<file path="config.mk">
export PLATFORM = sky130hd
export DESIGN_NAME = change_dispenser
export DESIGN_NICKNAME = d
export VERILOG_FILES = /design/src/rtl/change_dispenser.sv
export SDC_FILE = /design/constraint.sdc
export NUM_CORES = 1
export LEC_CHECK = 0
export BUFFER_PORTS_ARGS = -buffer_cell sky130_fd_sc_hd__buf_4
export CAP_MARGIN = 25
export CORE_ASPECT_RATIO = 1.75
export CORE_UTILIZATION = 54
export DETAILED_ROUTE_END_ITERATION = 8
export PLACE_DENSITY_LB_ADDON = 0.2
export SYNTH_ARGS = -nofsm -noshare
export SYNTH_HDL_FRONTEND = slang
export SYNTH_SLANG_ARGS = --single-unit
</file>
<file path="constraint.sdc">
create_clock -name clk -period 2.7 [get_ports clk]
set_input_delay 0.54 -clock clk [delete_from_list [all_inputs] [get_ports clk]]
set_output_delay 0.54 -clock clk [all_outputs]
set_load 0.03 [all_outputs]
</file>
<file path="src/rtl/change_dispenser.sv">
// Coin payout engine: captures a change amount on finish and releases it one coin per
// clock, largest denomination first, keeping per-denomination tallies for the transaction.
module change_dispenser #(
  parameter int D3 = 50,
  parameter int D2 = 10,
  parameter int D1 = 5,
  parameter int D0 = 1
) (
  input  logic       clk,
  input  logic       rst,
  input  logic       finish,
  input  logic [5:0] change,
  output logic       busy,
  output logic       coin_valid,
  output logic [1:0] coin_type,
  output logic       done,
  output logic [2:0] cnt3,
  output logic [2:0] cnt2,
  output logic [2:0] cnt1,
  output logic [2:0] cnt0,
  output logic [3:0] coin_total
);

  typedef enum logic {
    IDLE = 1'b0,
    DISP = 1'b1
  } state_t;

  localparam logic [5:0] D3_V = 6'(D3);
  localparam logic [5:0] D2_V = 6'(D2);
  localparam logic [5:0] D1_V = 6'(D1);
  localparam logic [5:0] D0_V = 6'(D0);

  state_t     state_r;
  logic [5:0] remaining_r;
  logic [1:0] sel_type_s;
  logic [5:0] sel_val_s;
  logic       has_coin_s;

  // Greedy choice of the next coin from the amount still owed.
  always_comb begin
    sel_type_s = 2'd0;
    sel_val_s  = 6'd0;
    has_coin_s = 1'b0;
    if (remaining_r >= D3_V) begin
      sel_type_s = 2'd3;
      sel_val_s  = D3_V;
      has_coin_s = 1'b1;
    end else if (remaining_r >= D2_V) begin
      sel_type_s = 2'd2;
      sel_val_s  = D2_V;
      has_coin_s = 1'b1;
    end else if (remaining_r >= D1_V) begin
      sel_type_s = 2'd1;
      sel_val_s  = D1_V;
      has_coin_s = 1'b1;
    end else if (remaining_r != 6'd0) begin
      sel_type_s = 2'd0;
      sel_val_s  = D0_V;
      has_coin_s = 1'b1;
    end else begin
      has_coin_s = 1'b0;
    end
  end

  // Capture/dispense state machine with all outputs registered.
  always_ff @(posedge clk) begin
    if (rst) begin
      state_r     <= IDLE;
      remaining_r <= 6'd0;
      busy        <= 1'b0;
      coin_valid  <= 1'b0;
      coin_type   <= 2'd0;
      done        <= 1'b0;
      cnt3        <= 3'd0;
      cnt2        <= 3'd0;
      cnt1        <= 3'd0;
      cnt0        <= 3'd0;
      coin_total  <= 4'd0;
    end else begin
      coin_valid <= 1'b0;
      coin_type  <= 2'd0;
      done       <= 1'b0;
      case (state_r)
        IDLE: begin
          if (finish) begin
            remaining_r <= change;
            cnt3        <= 3'd0;
            cnt2        <= 3'd0;
            cnt1        <= 3'd0;
            cnt0        <= 3'd0;
            coin_total  <= 4'd0;
            busy        <= 1'b1;
            state_r     <= DISP;
          end else begin
            state_r <= IDLE;
          end
        end
        DISP: begin
          // finish is deliberately not looked at here: requests while busy are dropped.
          if (has_coin_s) begin
            coin_valid  <= 1'b1;
            coin_type   <= sel_type_s;
            remaining_r <= remaining_r - sel_val_s;
            coin_total  <= coin_total + 4'd1;
            case (sel_type_s)
              2'd3:    cnt3 <= cnt3 + 3'd1;
              2'd2:    cnt2 <= cnt2 + 3'd1;
              2'd1:    cnt1 <= cnt1 + 3'd1;
              default: cnt0 <= cnt0 + 3'd1;
            endcase
          end else begin
            done    <= 1'b1;
            busy    <= 1'b0;
            state_r <= IDLE;
          end
        end
        default: begin
          state_r <= IDLE;
          busy    <= 1'b0;
        end
      endcase
    end
  end

endmodule
</file>
* Yosys cells after proc, flatten, opt, wreduce, memory -nomap -nowiden
Cells that the tools add are included.
Storage, ports and cells: word-level logic and storage cells 79, input port bits 9, output and inout bits 21, register bits after elaboration 28
Cells by class: add/sub/neg operators 6, bitwise operators 2, muxes and demuxes 37, $lt $le $gt $ge 3, eq/ne operators 10, reductions and logical operators 10
Operator list (count):
- $mux W3 | 10
- $pmux W3 S2 | 4
- $mux W6 | 3
- $add A3 B1 Y3 const B | 4
- $mux W4 | 3
- $pmux W6 S2 | 1
- $reduce_and A3 Y1 | 4
- $mux W1 | 11
- $ne A2 B1 Y1 const B | 4
- $pmux W4 S2 | 1
- $ge A6 B3 Y1 const B | 1
- $ge A6 B4 Y1 const B | 1
- $ge A6 B6 Y1 const B | 1
- $ne A2 B2 Y1 const B | 3
- $reduce_bool A6 Y1 | 1
- $reduce_or A3 Y1 | 2
- $sub A6 B6 Y6 | 1
- $add A4 B1 Y4 const B | 1
- $eq A2 B2 Y1 const B | 2
- $mux W2 | 2
- $pmux W1 S2 | 2
- $reduce_and A2 Y1 | 2
- $eq A2 B1 Y1 const B | 1
- $not A1 Y1 | 2
- $reduce_or A2 Y1 | 1

* Depth between registers and ports, before layout
word-level depth 9, gate-level depth with buffers 11, mapped depth without buffers 10

* Least setup slack after synthesis
No wires, ideal clock.
kind flip-flop to flip-flop, start point reg remaining_r[3], end point reg remaining_r[4], buffers on the path 1, path slack 0.382 ns, required time 2.566 ns, clock period less this slack 2.318 ns, library setup time 0.134 ns, cell stages (with the launch flop) 11, arrival time 2.184 ns, cells stage by stage dfxtp_1 -> buf_2 -> or3b_1 -> o21ai_1 -> nand2_1 -> ha_1 -> nor2b_1 -> o21a_1 -> or3_1 -> a31oi_1 -> a211oi_1
On the way: word-level cells in the longest chain between the ends 8
RTL lines:
- start, declared | RTL line 35 | logic [5:0] remaining_r;
- start signal, assigned | RTL line 87 | remaining_r <= change;
- start signal, assigned | RTL line 104 | remaining_r <= remaining_r - sel_val_s;
- branches (longest 8 deep; another with $ge A6 B3 Y1)
Several ways; the timed one is not identified. The select of a mux whose other input is x is not followed. A chain may end at the register's enable or synchronous reset.

* Final worst setup path
start point reg remaining_r[3], end point reg remaining_r[5]
The elaborated chain is that of the path after synthesis.

==> qor.csv <==
metric,value,unit
unrepaired setup endpoints after global routing,no,
startpoint types,flop,
Seq pwr share,37.2,%
Starting Density,57.7,%
"Hold Vio Cnt, Final",0,
die span in y,73.4,um
clock buffer depth,2,
largest net degree at the start of global routing,26,
"top cells by area, synth","dfxtp_1 36%, ha_1 8.0%, nor2_1 6.7%",
"Slowest-stage cell, CP",dfxtp_1,
fmax,391,MHz
Gate power share,38.9,%
peak supply drop,0.610,mV
htree depth,1,
worst path bufs/invs,0,
Slew Limit Fails,0,
fin crit share,94.8,%
gr ovfl total,0,
Worst-path clk slew,0.10,ns
number of port buffers,29,
post-synth top area cell,dfxtp_1,
Clk Tree Root Cell,clkbuf_8,
setup bufs post-CTS,0,
"Async S/R FF share, synth",0,%
GRT Overall Usage,24.3,%
"Clk Latency, worst-skew pair",0.28,ns
min-delay worst type,reg -> reg,
status,finished clean,
# Max-Cap Violations,0,
Syn-to-layout area delta,18.2,%
TritonCTS clock tree,done,
total CTS buffers,3,
First DRT Iteration DRCs,37,
routed vias/inst,6.01,
first-pass GRT wire length,5940,um
DRT Pass-1 Iters,4,
row count,25,
synthesized cell area,1570,um^2
Synth Area per Inst,8.49,um^2
prevailing post-synth register cell,dfxtp_1,
internal power,888,uW
Post-Route WL,3490,um
CP Capture Type,flop,
WHS,0.477,ns
CP Data Required Time,2.88,ns
HPWL Detailed,2640,um
Die ar.,3140,um^2
P_leak,0.000800,uW
critical path cell sequence,or3b_1 -> o21ai_1 -> nand2_1 -> ha_1 -> o21a_1 -> o31a_1 -> o22ai_1 -> nor4_1 -> a311o_1,
antenna violations before repair,0,
fin crit period,2.56,ns
CP arrival,2.74,ns
"EDFF count, synth",0,
setup TNS,0,ns
Post-Route Skew,0.00339,ns
post-synth cell types,42,
Slowest Stage Delay on Critical Path,0.57,ns
cell family with most CP delay,compound AO/OA/AOI/OAI gates,
Die W,42.8,um
Clock Sinks,28,
Slew HR,62.8,%
post-CTS sizing,0,
syn_nets,205,
NumNets Final,230,
wire length per cell,14.8,um
"FF+latch count, synth",28,
sequential share of the synthesized area,35.7,%
share of cells above drive strength 1,20.6,%
Core Area,2720,um^2
ANT cells,0,
Setup Crit Path Kind,reg -> reg,
DR DRC count,0,
PwrDens,757,nW/um^2
Ports,30,
vias in the first global route,1327,
Setup Viol. Count Final,0,
Vias,1418,
commonest cells in the netlist,"28 x dfxtp_1, 28 x nor2_1, 12 x nand2_1, 10 x ha_1, 9 x a21oi_1",
area share of the largest cell type after synthesis,35.7,%
Syn Inst Count,185,
# hold bufs at CTS,0,
Synth Warn #,0,
Post-DRT Antenna Nets,0,
worst-path maximum fanout,11,
Psw,518,uW
Clk network pwr share,23.9,%
Net Sw Frac,36.8,%
placer congestion estimate,0.872,
actual slew at the worst max-slew pin,0.557,ns
## path summary, 6_finish.rpt
kind | cells past startpoint | to | startpoint | slack [ns]
min reg2reg | 2 | busy | busy | 0.48
max reg2reg | 9 | remaining_r[5] | remaining_r[3] | 0.14
min | 2 | busy | busy | 0.48
max | 9 | remaining_r[5] | remaining_r[3] | 0.14
## per-layer routing
metal	track usage, %	share of wire (%)	routed length (um)
met1	28.6	40	1400
met4	9.03	1.5	53
met5	0	0	0
met2	44.3	55	1910
met3	2.46	3.6	127
## state kept, by name (all words and copies together) (netlist names)
signal / cells
coin_total: 4
cnt3: 3
cnt2: 3
coin_type: 2
cnt0: 3
state_r: 1
remaining_r: 6
done: 1
coin_valid: 1
busy: 1
cnt1: 3
## cell usage in the layout, fill, tap and decap left out, types with 2 or more instances in the layout
cell,n
buf_4,32
nor2_1,28
dfxtp_1,27
nand2_1,12
ha_1,10
a21oi_1,9
o21ai_0,8
nand3_1,7
a211oi_1,7
nor2b_1,6
mux2i_1,6
inv_1,5
nor3_1,5
nand4_1,5
xor2_1,5
o21a_1,3
a31oi_1,3
clkbuf_8,3
and2_1,2
or3_1,2
nand2b_1,2
## power groups by stage
stage	clock [uW]	sequential, uW	combinational [uW]
after floorplan	0	516	429
after global placement	0	525	520
after detailed placement	0	530	540
after CTS	336	520	549
after global routing	352	532	604
final	336	523	548
## per-stage QoR
step | setup slack (ns) | cells | cell area [um^2] | total power (uW) | utilization (%)
3_3_place_gp | 0.217 | 232 | 1780 | 1050 | 65.6
6_report | 0.141 | 236 | 1860 | 1410 | 68.2
4_1_cts | 0.0970 | 236 | 1860 | 1410 | 68.2
3_5_place_dp | 0.106 | 232 | 1780 | 1070 | 65.6
2_1_floorplan | 0.382 | 185 | 1570 | 945 | -
5_1_grt | 0.00692 | 236 | 1860 | 1490 | 68.2
## area by class of cell
type	instances	area (um^2)
inverter	6	23.8
clock inverter	1	30.0
multi-input combinational	139	926
tap	27	33.8
timing repair buffer	32	240
fill	230	865
sequential	28	562
clock buffer	3	41.3
## worst min-delay path: cells and delay by family (launching register included)
family          cells  cell delay, ns
compound gates      1            0.05
simple gates        1            0.06
flops               1            0.33
## cell families (layout without fill, tap and decap cells)
| group | Yosys count | in the layout | synth area share (%) |
|---|---|---|---|
| AND/OR/NAND/NOR | 75 | 75 | 23.4 |
| AO/OA/AOI/OAI | 40 | 40 | 18.4 |
| flip-flops | 28 | 28 | 35.7 |
| buffers and inverters | 18 | 42 | 5.41 |
| adder cells (fa/ha/maj) | 11 | 11 | 9.24 |
| multiplexers | 7 | 7 | 4.54 |
| XOR/XNOR | 6 | 6 | 3.34 |
Note: power is estimated with default switching activity, not from simulation.
